`src/rtl/univ_shift_reg_pkg.sv`:
```
// univ_shift_reg_pkg: mode encodings and count-width helper shared by univ_shift_reg and usr_cell
package univ_shift_reg_pkg;
   typedef enum logic [1:0] {
      MODE_HOLD = 2'b00,
      MODE_SHR  = 2'b01,
      MODE_SHL  = 2'b10,
      MODE_LOAD = 2'b11
   } mode_t;
   function automatic int cnt_width(input int w);
      return $clog2(w + 1);
   endfunction
endpackage

```
`src/rtl/usr_cell.sv`:
```
// usr_cell: one register bit with a 4:1 next-state mux and an enable-gated flop (async reset, sync preset)
module usr_cell import univ_shift_reg_pkg::*; #(
   parameter logic RST_VAL = 1'b0,
   parameter logic PRE_VAL = 1'b1
) (
   input  logic       clock,
   input  logic       _reset,
   input  logic       _preset,
   input  logic       e,
   input  logic [1:0] mode,
   input  logic       from_hi,
   input  logic       from_lo,
   input  logic       d,
   output logic       q
);
   logic nxt;
   // next-state select: hold, higher neighbour, lower neighbour or parallel data
   always_comb nxt = mode == MODE_HOLD ? q : mode == MODE_SHR ? from_hi : mode == MODE_SHL ? from_lo : d;
   // storage bit: reset dominates preset, preset dominates enable
   always_ff @(posedge clock or negedge _reset)
      if (!_reset) q <= RST_VAL;
      else if (!_preset) q <= PRE_VAL;
      else if (e) q <= nxt;
endmodule

```
`src/rtl/univ_shift_reg.sv`:
```
// univ_shift_reg: WIDTH-bit universal shift register; UNIV_SHIFT_REG_SHIFT_COUNT_EN adds a saturating shift counter (cnt, full)
module univ_shift_reg import univ_shift_reg_pkg::*; #(
   parameter int               WIDTH      = 8,
   parameter logic [WIDTH-1:0] PRESET_VAL = {WIDTH{1'b1}},
   parameter logic [WIDTH-1:0] RESET_VAL  = {WIDTH{1'b0}}
) (
   input  logic             clock,
   input  logic             _reset,
   input  logic             _preset,
   input  logic             e,
   input  logic [1:0]       mode,
   input  logic             rot,
   input  logic             sin_r,
   input  logic             sin_l,
   input  logic [WIDTH-1:0] d,
   output logic [WIDTH-1:0] q,
   output logic [WIDTH-1:0] nq,
   output logic             sout_r,
   output logic             sout_l
`ifdef UNIV_SHIFT_REG_SHIFT_COUNT_EN
   ,
   output logic [cnt_width(WIDTH)-1:0] cnt,
   output logic                        full
`endif
);
   logic [WIDTH-1:0] from_hi, from_lo;
   // neighbour feeds for each cell; end bits take the serial input or the wrapped bit
   always_comb begin
      from_hi = {rot ? q[0] : sin_r, q[WIDTH-1:1]};
      from_lo = {q[WIDTH-2:0], rot ? q[WIDTH-1] : sin_l};
   end
   genvar i;
   generate
      for (i = 0; i < WIDTH; i++) begin : g_cell
         usr_cell #(.RST_VAL(RESET_VAL[i]), .PRE_VAL(PRESET_VAL[i])) u_cell (
            .clock(clock), ._reset(_reset), ._preset(_preset), .e(e), .mode(mode),
            .from_hi(from_hi[i]), .from_lo(from_lo[i]), .d(d[i]), .q(q[i])
         );
      end
   endgenerate
   assign nq     = ~q;
   assign sout_r = q[0];
   assign sout_l = q[WIDTH-1];
`ifdef UNIV_SHIFT_REG_SHIFT_COUNT_EN
   localparam int CW = cnt_width(WIDTH);
   // shift counter: cleared by reset, preset or load; counts enabled shifts up to WIDTH
   always_ff @(posedge clock or negedge _reset)
      if (!_reset) cnt <= '0;
      else if (!_preset) cnt <= '0;
      else if (e && mode == MODE_LOAD) cnt <= '0;
      else if (e && (mode == MODE_SHR || mode == MODE_SHL) && cnt != CW'(WIDTH)) cnt <= cnt + CW'(1);
   assign full = cnt == CW'(WIDTH);
`endif
endmodule
```
`config.mk`:
```
export PLATFORM = sky130hd
export DESIGN_NAME = univ_shift_reg
export DESIGN_NICKNAME = d
export VERILOG_FILES = /design/src/rtl/univ_shift_reg_pkg.sv /design/src/rtl/usr_cell.sv /design/src/rtl/univ_shift_reg.sv
export SDC_FILE = /design/constraint.sdc
export NUM_CORES = 1
export LEC_CHECK = 0
export BUFFER_PORTS_ARGS = -buffer_cell sky130_fd_sc_hd__buf_2
export CORE_MARGIN = 2
export CORE_UTILIZATION = 44
export CTS_BUF_LIST = sky130_fd_sc_hd__clkbuf_2
export DETAILED_ROUTE_END_ITERATION = 10
export PLACE_DENSITY = 0.87
export SLEW_MARGIN = 5
export SYNTH_ARGS = -nofsm -noshare
export SYNTH_HDL_FRONTEND = slang
export SYNTH_SLANG_ARGS = --single-unit
```
`constraint.sdc`:
```
create_clock -name clock -period 1.5 [get_ports clock]
set_input_delay 0.075 -clock clock [delete_from_list [all_inputs] [get_ports clock]]
set_output_delay 0.075 -clock clock [all_outputs]
set_load 0.05 [all_outputs]
```
==> results.py, run 1 <==
metrics = {
    "critical_path": {
        "worst-path-max-fanout": 5,
        "cp-end-kind": "flip-flop",
        "startpoint_type": "flip-flop",
        "worst_ep_required_time_ns": 1.62,
        "criticalPathCategory": "reg2reg",
        "critical_path_arrival_ns": 1.24,
    },
    "power": {
        "pwr_density_cell_nw_per_um2": 906,
        "leakagePower_uw": 0.000413,
        "vdd.ir_drop.worst_mv": 0.523,
        "p_switching_uw": 291,
        "totalPowerFinal_uw": 678,
        "power_frac_comb_pct": 41.2,
        "power_switching_share_pct": 43.0,
        "internal-power_uw": 387,
        "clkPwrFrac_pct": 21.8,
        "power.share.sequential_pct": 37.0,
    },
    "floorplanning": {
        "die_y_um": 41.4,
        "num_rows": 13,
        "coreArea_um2": 1300,
        "initial_core_util_pct": 47.2,
        "die-area_um2": 1710,
        "die_width_um": 41.4,
        "io_pins": 35,
    },
    "synth": {
        "synth.yosys.seq_area_share_pct": 32.6,
        "synth_top_area_share_pct": 32.6,
        "synth.yosys.warnings": 0,
        "yosys.area.top_type": "sky130_fd_sc_hd__dfrtp_1",
        "synth.cell_area_um2": 614,
        "synth_nets": 84,
        "yosys-top-cells-area": "sky130_fd_sc_hd__dfrtp_1, sky130_fd_sc_hd__buf_4, sky130_fd_sc_hd__mux2_2",
        "synthesis.area_per_instance_um2": 9.17,
        "count_of_mapped_cells_out_of_synthesis": 67,
        "yosys_register_bits": 8,
        "synthDistinctLibCells": 21,
    },
    "sta": {
        "timing.slew.headroom_pct": 70.5,
        "fmaxAchievable_mhz": 889,
        "final_tns_setup_ns": 0,
        "clock-skew-final_ns": 0.00344,
        "finalWorstPathRequiredPeriod_ns": 1.13,
        "tightest_slew_ns": 0.441,
        "timing_max_transition_violations_final": 0,
        "final-hold-violation-count": 0,
        "setup_violations": 0,
        "period_share_pct": 75.0,
        "hold-worst-slack_ns": 0.104,
        "finalWorstSetupSlack_ns": 0.375,
        "setup_repair_after_global_routing_missed_its_margin": "false",
    },
    "detailed_routing": {
        "dr_total_vias": 571,
        "wl_final_mm": 1.40,
        "detail_route.drc_violations": 0,
        "dr.pass1.iters": 4,
        "avgViaCountPerCell": 5.24,
        "ant_nets": 0,
        "routed_wirelength_normalized_by_instance_count_um": 12.8,
        "drt_iter0_markers": 11,
    },
    "clocking": {
        "clock-root-buffer": "sky130_fd_sc_hd__clkbuf_2",
        "number_of_post_cts_setup_repair_buffers": 0,
        "clockBufferDepth": 2,
        "insertion_delay_ns": 0.24,
        "clock_tree.htree_level_count": 1,
        "cts-buffers-inserted": 3,
        "post_cts.resized_instances": 0,
        "path_clk_slew_ns": 0.07,
        "clock_sink_count": 8,
        "cts_tree": "done",
    },
    "place": {
        "io_buffer_count": 34,
        "dp_worst_setup_slack_ns": 0.311,
        "place_hpwl_mm": 1.07,
        "place_congestion": 0.806,
    },
    "cells_and_area": {
        "fill_cells": 122,
        "antenna_cells_inserted": 0,
        "largest_reg_flops": 8,
        "layout-area-overhead-vs-synth_pct": 21.8,
        "register_bank_with_the_most_flops": "g_cell.u_cell.q",
        "layout_top_registers": "g_cell.u_cell.q x8",
        "finalNetCount": 112,
        "layout-drive-gt1-share_pct": 50.0,
    },
    "global_route": {
        "grt_pass1_wl_mm": 2.33,
        "largest_net_degree_at_the_start_of_global_routing": 13,
        "grt.total_usage_pct": 21.9,
        "antenna_found_initial": 0,
        "vias_in_the_first_global_route": 539,
        "grt_overflow_total": 0,
    },
    "outcome": {
        "outcome": "completed",
    },
    "flow_run": {
        "drv_cap": 0,
    },
    "worst_hold_path": {
        "hold_path_class": "in2reg",
    },
}
-- placed cells by master (no fill, tap or decap) --
cell type                       Yosys  layout
sky130_fd_sc_hd__nand2_1            7       7
sky130_fd_sc_hd__dfrtp_1            8       7
sky130_fd_sc_hd__o21a_1             1       1
sky130_fd_sc_hd__o21ai_2            1       1
sky130_fd_sc_hd__mux2i_1            2       2
sky130_fd_sc_hd__mux2_4             1       1
sky130_fd_sc_hd__inv_1              9       9
sky130_fd_sc_hd__nor2b_1            2       2
sky130_fd_sc_hd__buf_2              0      34
sky130_fd_sc_hd__o21ai_1            1       1
sky130_fd_sc_hd__and2_1             1       1
sky130_fd_sc_hd__o2111a_1           1       1
sky130_fd_sc_hd__o221ai_1           1       1
sky130_fd_sc_hd__mux2_2             6       6
sky130_fd_sc_hd__a22oi_1            6       6
sky130_fd_sc_hd__a32o_1             1       1
sky130_fd_sc_hd__clkbuf_2           0       4
sky130_fd_sc_hd__dfrtp_2            0       1
sky130_fd_sc_hd__o211ai_1           6       6
sky130_fd_sc_hd__dlygate4sd3_1      0       1
sky130_fd_sc_hd__o21ai_0            1       1
-- critical path, cell delays in order (launching register included) --
cell and delay [ns]:
sky130_fd_sc_hd__dfrtp_1 0.42, sky130_fd_sc_hd__mux2_4 0.28, sky130_fd_sc_hd__a22oi_1 0.20, sky130_fd_sc_hd__o211ai_1 0.10
-- final timing paths --
kind	depth (start not counted)	end	slack (ns)	startpoint
setup / recovery	3	g_cell[5].u_cell.q	0.37	g_cell[4].u_cell.q
hold / removal	2	g_cell[7].u_cell.q	0.10	_preset
setup reg to reg	3	g_cell[5].u_cell.q	0.37	g_cell[4].u_cell.q
hold reg to reg	2	g_cell[6].u_cell.q	0.58	g_cell[6].u_cell.q
max in group asynchronous	2	g_cell[0].u_cell.q	1.13	_reset
min in group asynchronous	2	g_cell[3].u_cell.q	0.19	_reset
-- area by class of cell --
cell class / count / area, um2 / share of cell area [%]
Tap cell: 15 / 18.8 / 2.51
Clock buffer: 4 / 20.0 / 2.68
Timing Repair Buffer: 35 / 180 / 24.1
Sequential cell: 8 / 201 / 26.9
Multi-Input combinational cell: 38 / 294 / 39.3
Inverter: 9 / 33.8 / 4.52
-- metrics by stage --
step | utilization [%] | cell area [um2] | std cells
CTS | 57.5 | 748 | 109
global route | 57.5 | 748 | 109
finish | 57.5 | 748 | 109
global placement | 55.2 | 718 | 104
detailed placement | 55.2 | 718 | 104
floorplan | - | 616 | 67
-- power by group through the flow --
stage	clock (uW)	sequential (uW)	combinational, uW
floorplan	0	262	222
global placement	0	254	274
detailed placement	0	255	278
CTS	153	250	281
global route	162	254	301
finish	148	251	279
-- timing repair --
item,in CTS,in global routing
hold buffers,1,0
endpoints found under the hold margin,8,0
setup endpoints to repair,0,0
-- metal layers --
layer	track usage [%]	wire, um
met2	36.7	696
met1	25.3	594
met3	8.51	98
met4	7.26	8
met5	0	0
-- cells by family (layout without fill, tap and decap cells) --
family / Yosys count / count (layout) / synth area share, %
and+or+nand+nor: 10 / 10 / 7.33
buffers and inverters: 21 / 48 / 19.5
AOI/OAI and AO/OA: 19 / 19 / 23.8
muxes: 9 / 9 / 16.7
DFF: 8 / 8 / 32.6
-- synthesized netlist by cell type --
master                     instances
sky130_fd_sc_hd__a22oi_1           6
sky130_fd_sc_hd__a32o_1            1
sky130_fd_sc_hd__and2_1            1
sky130_fd_sc_hd__buf_1             1
sky130_fd_sc_hd__buf_4             9
sky130_fd_sc_hd__buf_6             1
sky130_fd_sc_hd__clkbuf_1          1
sky130_fd_sc_hd__dfrtp_1           8
sky130_fd_sc_hd__inv_1             9
sky130_fd_sc_hd__mux2_2            6
sky130_fd_sc_hd__mux2_4            1
sky130_fd_sc_hd__mux2i_1           2
sky130_fd_sc_hd__nand2_1           7
sky130_fd_sc_hd__nor2b_1           2
sky130_fd_sc_hd__o2111a_1          1
sky130_fd_sc_hd__o211ai_1          6
sky130_fd_sc_hd__o21a_1            1
sky130_fd_sc_hd__o21ai_0           1
sky130_fd_sc_hd__o21ai_1           1
sky130_fd_sc_hd__o21ai_2           1
sky130_fd_sc_hd__o221ai_1          1
(Power assumes the default switching activity.)
==> run 2, diff against run 1 <==
==> constraint.sdc (replaced) <==
create_clock -name clock -period 1.1 [get_ports clock]
set_input_delay 0.055 -clock clock [delete_from_list [all_inputs] [get_ports clock]]
set_output_delay 0.055 -clock clock [all_outputs]
set_load 0.05 [all_outputs]
==> results.py, run 2 (synthesis gave the netlist of run 1 again) <==
metrics = {
    "place": {
        "io_buffer_count": 34,
        "placed_cell_area_um2": 772,
        "place_congestion": 0.794,
        "place_hpwl_mm": 1.09,
    },
    "sta": {
        "finalWorstSetupSlack_ns": -0.00609,
        "period_share_pct": 101,
        "tightest_slew_ns": 0.392,
        "fmaxAchievable_mhz": 904,
        "timing_max_transition_violations_final": 0,
        "final-hold-violation-count": 0,
        "setup_repair_after_global_routing_missed_its_margin": "true",
        "hold-worst-slack_ns": 0.0789,
        "clock-skew-final_ns": 0.0240,
        "finalWorstPathRequiredPeriod_ns": 1.11,
        "timing.slew.headroom_pct": 73.9,
        "final_tns_setup_ns": -0.00609,
        "setup_violations": 1,
    },
    "power": {
        "pwr_density_cell_nw_per_um2": 1170,
        "vdd.ir_drop.worst_mv": 0.606,
        "power_switching_share_pct": 42.4,
        "clkPwrFrac_pct": 21.2,
        "p_switching_uw": 421,
        "power_frac_comb_pct": 45.3,
        "leakagePower_uw": 0.000455,
        "power.share.sequential_pct": 33.6,
        "internal-power_uw": 572,
    },
    "detailed_routing": {
        "wl_final_mm": 1.56,
        "dr_total_vias": 630,
        "ant_nets": 0,
        "avgViaCountPerCell": 5.43,
        "dr.pass1.iters": 4,
        "routed_wirelength_normalized_by_instance_count_um": 13.4,
        "detail_route.drc_violations": 0,
        "drt_iter0_markers": 10,
    },
    "floorplanning": {
        "coreArea_um2": 1300,
        "die_y_um": 41.4,
        "initial_core_util_pct": 47.2,
        "die_width_um": 41.4,
        "die-area_um2": 1710,
        "io_pins": 35,
        "num_rows": 13,
    },
    "cells_and_area": {
        "most-common-layout-cells": "sky130_fd_sc_hd__buf_2, sky130_fd_sc_hd__buf_4, sky130_fd_sc_hd__inv_1, sky130_fd_sc_hd__nand2_1",
        "layout-area-overhead-vs-synth_pct": 38.7,
        "register_bank_with_the_most_flops": "g_cell.u_cell.q",
        "antenna_cells_inserted": 0,
        "layout_commonest_cell": "sky130_fd_sc_hd__buf_2",
        "layout-drive-gt1-share_pct": 57.4,
        "finalNetCount": 119,
        "layout.cell_area.non_filler_um2": 852,
        "largest_reg_flops": 8,
        "layout_top_registers": "g_cell.u_cell.q x8",
    },
    "critical_path": {
        "cp-end-kind": "flip-flop",
        "worst_ep_required_time_ns": 1.20,
        "max_stage_delay_ns": 0.44,
        "critical_path_arrival_ns": 1.20,
        "startpoint_type": "flip-flop",
        "worstSetupStartpoint": "g_cell[1].u_cell.q",
        "cpMaxStageDelayCell": "sky130_fd_sc_hd__dfrtp_1",
        "crit_chain": "mux2_4, a22oi_2, o211ai_1",
        "ff2ff_setup_slack_ns": -0.006,
        "criticalPathCategory": "reg2reg",
        "worst-path-max-fanout": 5,
        "worstReg2RegStart": "g_cell[1].u_cell.q",
    },
    "global_route": {
        "antenna_found_initial": 0,
        "grt_overflow_total": 0,
        "vias_in_the_first_global_route": 518,
        "grt.total_usage_pct": 20.5,
        "grt_pass1_wl_mm": 2.25,
        "largest_net_degree_at_the_start_of_global_routing": 13,
    },
    "outcome": {
        "failed_checks": "setup timing",
        "outcome": "complete, but fails checks",
    },
    "flow_run": {
        "drv_cap": 0,
    },
    "worst_hold_path": {
        "hold_path_class": "in2reg",
        "holdCritStartpoint": "_preset",
    },
    "clocking": {
        "number_of_post_cts_setup_repair_buffers": 0,
        "path_clk_slew_ns": 0.11,
        "clock_tree.htree_level_count": 1,
        "clock_sink_count": 8,
        "clockBufferDepth": 2,
        "clock-root-buffer": "sky130_fd_sc_hd__clkbuf_2",
        "cts_tree": "done",
        "cts-buffers-inserted": 3,
        "insertion_delay_ns": 0.24,
    },
}
## run 2: cell types whose count changed in the layout (fill, tap and decap cells not counted), moves of 2 or more
cell / previous run / this run
sky130_fd_sc_hd__buf_2: 34 / 25
sky130_fd_sc_hd__a22oi_1: 6 / 4
sky130_fd_sc_hd__buf_4: 0 / 13
sky130_fd_sc_hd__a22oi_2: 0 / 2
## run 2: worst max-delay path: cells and delay by family (launching register included)
family / cells / cell delay [ns]
flops: 1 / 0.44
mux: 1 / 0.29
compound gates: 2 / 0.23
## run 2: timing repair
item | in CTS | in global routing
pin swaps | 0 | 1
hold buffers | 1 | 0
setup endpoints to repair | 4 | 10
hold endpoints to repair | 8 | 0
resized for setup | 5 | 16
## run 2: metrics by stage
stage	power (uW)	util (%)	cells	setup WS, ns
final	994	65.5	116	-0.00609
after global routing	1040	65.5	116	-0.0265
after CTS	976	62.7	116	0.00111
after detailed placement	752	59.3	111	0.0200
after global placement	745	59.3	111	0.0370
after floorplan	661	-	67	-0.224
## run 2: routing by layer
layer | track usage, % | part of all wire, % | up-vias
met4 | 9.68 | 0.45 | 0
li1 | - | - | 298
met2 | 32.8 | 51 | 32
met1 | 27.0 | 39 | 298
met3 | 3.19 | 9.4 | 2
met5 | 0 | 0 | -
## run 2: final timing paths
check | to | depth (start not counted)
max | g_cell[2].u_cell.q | 3
min | g_cell[7].u_cell.q | 2
max reg2reg | g_cell[2].u_cell.q | 3
min reg2reg | g_cell[6].u_cell.q | 2
max in group asynchronous | g_cell[3].u_cell.q | 2
min in group asynchronous | g_cell[6].u_cell.q | 2
## run 2: power by group through the flow
| stage | Combinational (uW) | Sequential, uW | Clock [uW] |
|---|---|---|---|
| 2_1_floorplan | 303 | 357 | 0 |
| 3_3_place_gp | 408 | 338 | 0 |
| 3_5_place_dp | 414 | 339 | 0 |
| 4_1_cts | 426 | 333 | 216 |
| 5_1_grt | 478 | 336 | 225 |
| 6_report | 450 | 334 | 210 |
## run 2: cell type report
type / instances / area [um2]
well taps: 15 / 18.8
multi-input cells: 38 / 308
inverters: 9 / 36.3
clock buffers: 4 / 20.0
repair buffers: 42 / 267
fillers: 113 / 449
flip-flops and latches: 8 / 203
==> run 3, diff against run 2 <==
--- a/config.mk
+++ b/config.mk
@@ -6,11 +6,11 @@
 export NUM_CORES = 1
 export LEC_CHECK = 0
 export BUFFER_PORTS_ARGS = -buffer_cell sky130_fd_sc_hd__buf_2
+export CORE_ASPECT_RATIO = 0.9
 export CORE_MARGIN = 2
-export CORE_UTILIZATION = 44
-export CTS_BUF_LIST = sky130_fd_sc_hd__clkbuf_2
+export CORE_UTILIZATION = 42
 export DETAILED_ROUTE_END_ITERATION = 10
-export PLACE_DENSITY = 0.87
+export PLACE_DENSITY = 0.84
 export SLEW_MARGIN = 5
 export SYNTH_ARGS = -nofsm -noshare
 export SYNTH_HDL_FRONTEND = slang
==> results.py, run 3 (synthesis gave the netlist of run 1 again) <==
metrics = {
    "cells_and_area": {
        "fill_cells": 121,
        "antenna_cells_inserted": 0,
        "layout.cell_area.non_filler_um2": 858,
        "layout-drive-gt1-share_pct": 58.4,
        "layout-area-overhead-vs-synth_pct": 39.7,
        "layout_top_registers": "g_cell.u_cell.q x8",
        "most-common-layout-cells": "sky130_fd_sc_hd__buf_2, sky130_fd_sc_hd__buf_4, sky130_fd_sc_hd__inv_1, sky130_fd_sc_hd__nand2_1",
        "register_area_um2": 203,
        "layout_commonest_cell": "sky130_fd_sc_hd__buf_2",
        "largest_reg_flops": 8,
        "finalNetCount": 120,
        "register_bank_with_the_most_flops": "g_cell.u_cell.q",
        "multi_input_comb_area_um2": 304,
    },
    "detailed_routing": {
        "wl_final_mm": 1.57,
        "dr_total_vias": 607,
        "drt_iter0_markers": 8,
        "detail_route.drc_violations": 0,
        "ant_nets": 0,
        "routed_wirelength_normalized_by_instance_count_um": 13.5,
        "avgViaCountPerCell": 5.23,
        "dr.pass1.iters": 4,
    },
    "floorplanning": {
        "num_rows": 13,
        "io_pins": 35,
        "coreArea_um2": 1400,
        "die_y_um": 40.3,
        "die-area_um2": 1790,
        "initial_core_util_pct": 43.9,
        "die_width_um": 44.3,
    },
    "clocking": {
        "cts_tree": "done",
        "clock-root-buffer": "sky130_fd_sc_hd__clkbuf_4",
        "clock_sink_count": 8,
        "clock_tree.htree_level_count": 1,
        "path_clk_slew_ns": 0.05,
        "number_of_post_cts_setup_repair_buffers": 0,
        "cts-buffers-inserted": 3,
        "clockBufferDepth": 2,
        "insertion_delay_ns": 0.25,
    },
    "sta": {
        "finalWorstPathRequiredPeriod_ns": 1.07,
        "finalWorstSetupSlack_ns": 0.0319,
        "period_share_pct": 97.1,
        "hold-worst-slack_ns": 0.0930,
        "tightest_slew_ns": 0.373,
        "clock-skew-final_ns": 0.00126,
        "timing_max_transition_violations_final": 0,
        "timing.slew.headroom_pct": 75.1,
        "setup_violations": 0,
        "setup_repair_after_global_routing_missed_its_margin": "false",
        "fmaxAchievable_mhz": 936,
        "final-hold-violation-count": 0,
    },
    "place": {
        "placed_cell_area_um2": 779,
        "io_buffer_count": 34,
        "place_congestion": 0.882,
        "dp_worst_setup_slack_ns": 0.0243,
        "place_hpwl_mm": 1.21,
    },
    "global_route": {
        "antenna_found_initial": 0,
        "grt.total_usage_pct": 20.4,
        "largest_net_degree_at_the_start_of_global_routing": 13,
        "grt_pass1_wl_mm": 2.53,
        "grt_overflow_total": 0,
        "vias_in_the_first_global_route": 579,
    },
    "critical_path": {
        "r2r.worst_path.cells": 3,
        "worst_ep_required_time_ns": 1.04,
        "criticalPathCategory": "reg2out",
        "critical_path_arrival_ns": 1.01,
        "cp-end-kind": "primary output",
        "worstSetupStartpoint": "g_cell[0].u_cell.q",
        "worst-path-max-fanout": 6,
        "worstReg2RegStart": "g_cell[0].u_cell.q",
        "startpoint_type": "flip-flop",
    },
    "worst_hold_path": {
        "whs_path_depth": 2,
        "hold_path_class": "in2reg",
        "holdCritStartpoint": "_preset",
    },
    "power": {
        "clkPwrFrac_pct": 21.9,
        "leakagePower_uw": 0.000450,
        "power_switching_share_pct": 40.1,
        "power.share.sequential_pct": 33.0,
        "totalPowerFinal_uw": 1010,
        "power_frac_comb_pct": 45.1,
        "internal-power_uw": 604,
        "vdd.ir_drop.worst_mv": 0.790,
        "pwr_density_cell_nw_per_um2": 1170,
        "p_switching_uw": 403,
    },
    "outcome": {
        "outcome": "completed",
    },
    "flow_run": {
        "drv_cap": 0,
    },
}
==> run 3: cell types whose count changed in the layout (fill, tap and decap cells not counted), sizes merged <==
| cell | before | now |
|---|---|---|
| clkbuf | 5 | 4 |
| buf | 40 | 41 |
==> run 3: per-layer routing <==
layer  up-vias  share of wire, %  global-route usage, %  routed length (um)
li1        298                 -                      -                   -
met1       290                44                   23.0                 693
met2        17                51                   36.8                 795
met3         2               4.5                   7.21                  70
met4         0              0.76                   6.06                  12
met5         -                 0                      0                   0
==> run 3: worst paths after layout <==
path                                      end  slack [ns]
hold reg to reg            g_cell[6].u_cell.q        0.60
setup reg to reg           g_cell[1].u_cell.q        0.05
min in group asynchronous  g_cell[6].u_cell.q        0.20
setup / recovery                        nq[0]        0.03
max in group asynchronous  g_cell[0].u_cell.q        0.71
hold / removal             g_cell[0].u_cell.q        0.09
==> run 3: layout make-up <==
class | instances | share of cell area, %
multi-input combinational | 38 | 35.4
timing repair buffer | 43 | 32.2
clock buffer | 3 | 2.62
sequential | 8 | 23.6
tap | 15 | 2.19
inverter | 9 | 3.94
==> run 3: what timing repair did <==
action,CTS,global route
cloned,0,0
gates resized for setup,7,9
hold buffers,1,0
pin swaps,0,1
hold endpoints to repair,8,0
setup endpoints to repair,6,8
==> run 3: per-stage QoR <==
step                      utilization, %  TNS (ns)  instances
after floorplan                        -    -0.458         67
after global placement              55.7         0        112
after detailed placement            55.7         0        112
after CTS                           59.4         0        116
after global routing                61.4         0        116
final                               61.4         0        116
==> run 3: power groups by stage <==
stage / sequential, uW / clock (uW) / combinational (uW)
global route: 335 / 251 / 482
detailed placement: 337 / 0 / 422
CTS: 332 / 233 / 438
floorplan: 357 / 0 / 303
global placement: 336 / 0 / 414
finish: 332 / 221 / 454
==> run 3: critical path: stages (launching register included) <==
cell and delay, ns:
sky130_fd_sc_hd__dfrtp_2 0.43, sky130_fd_sc_hd__inv_1 0.07, sky130_fd_sc_hd__buf_2 0.26
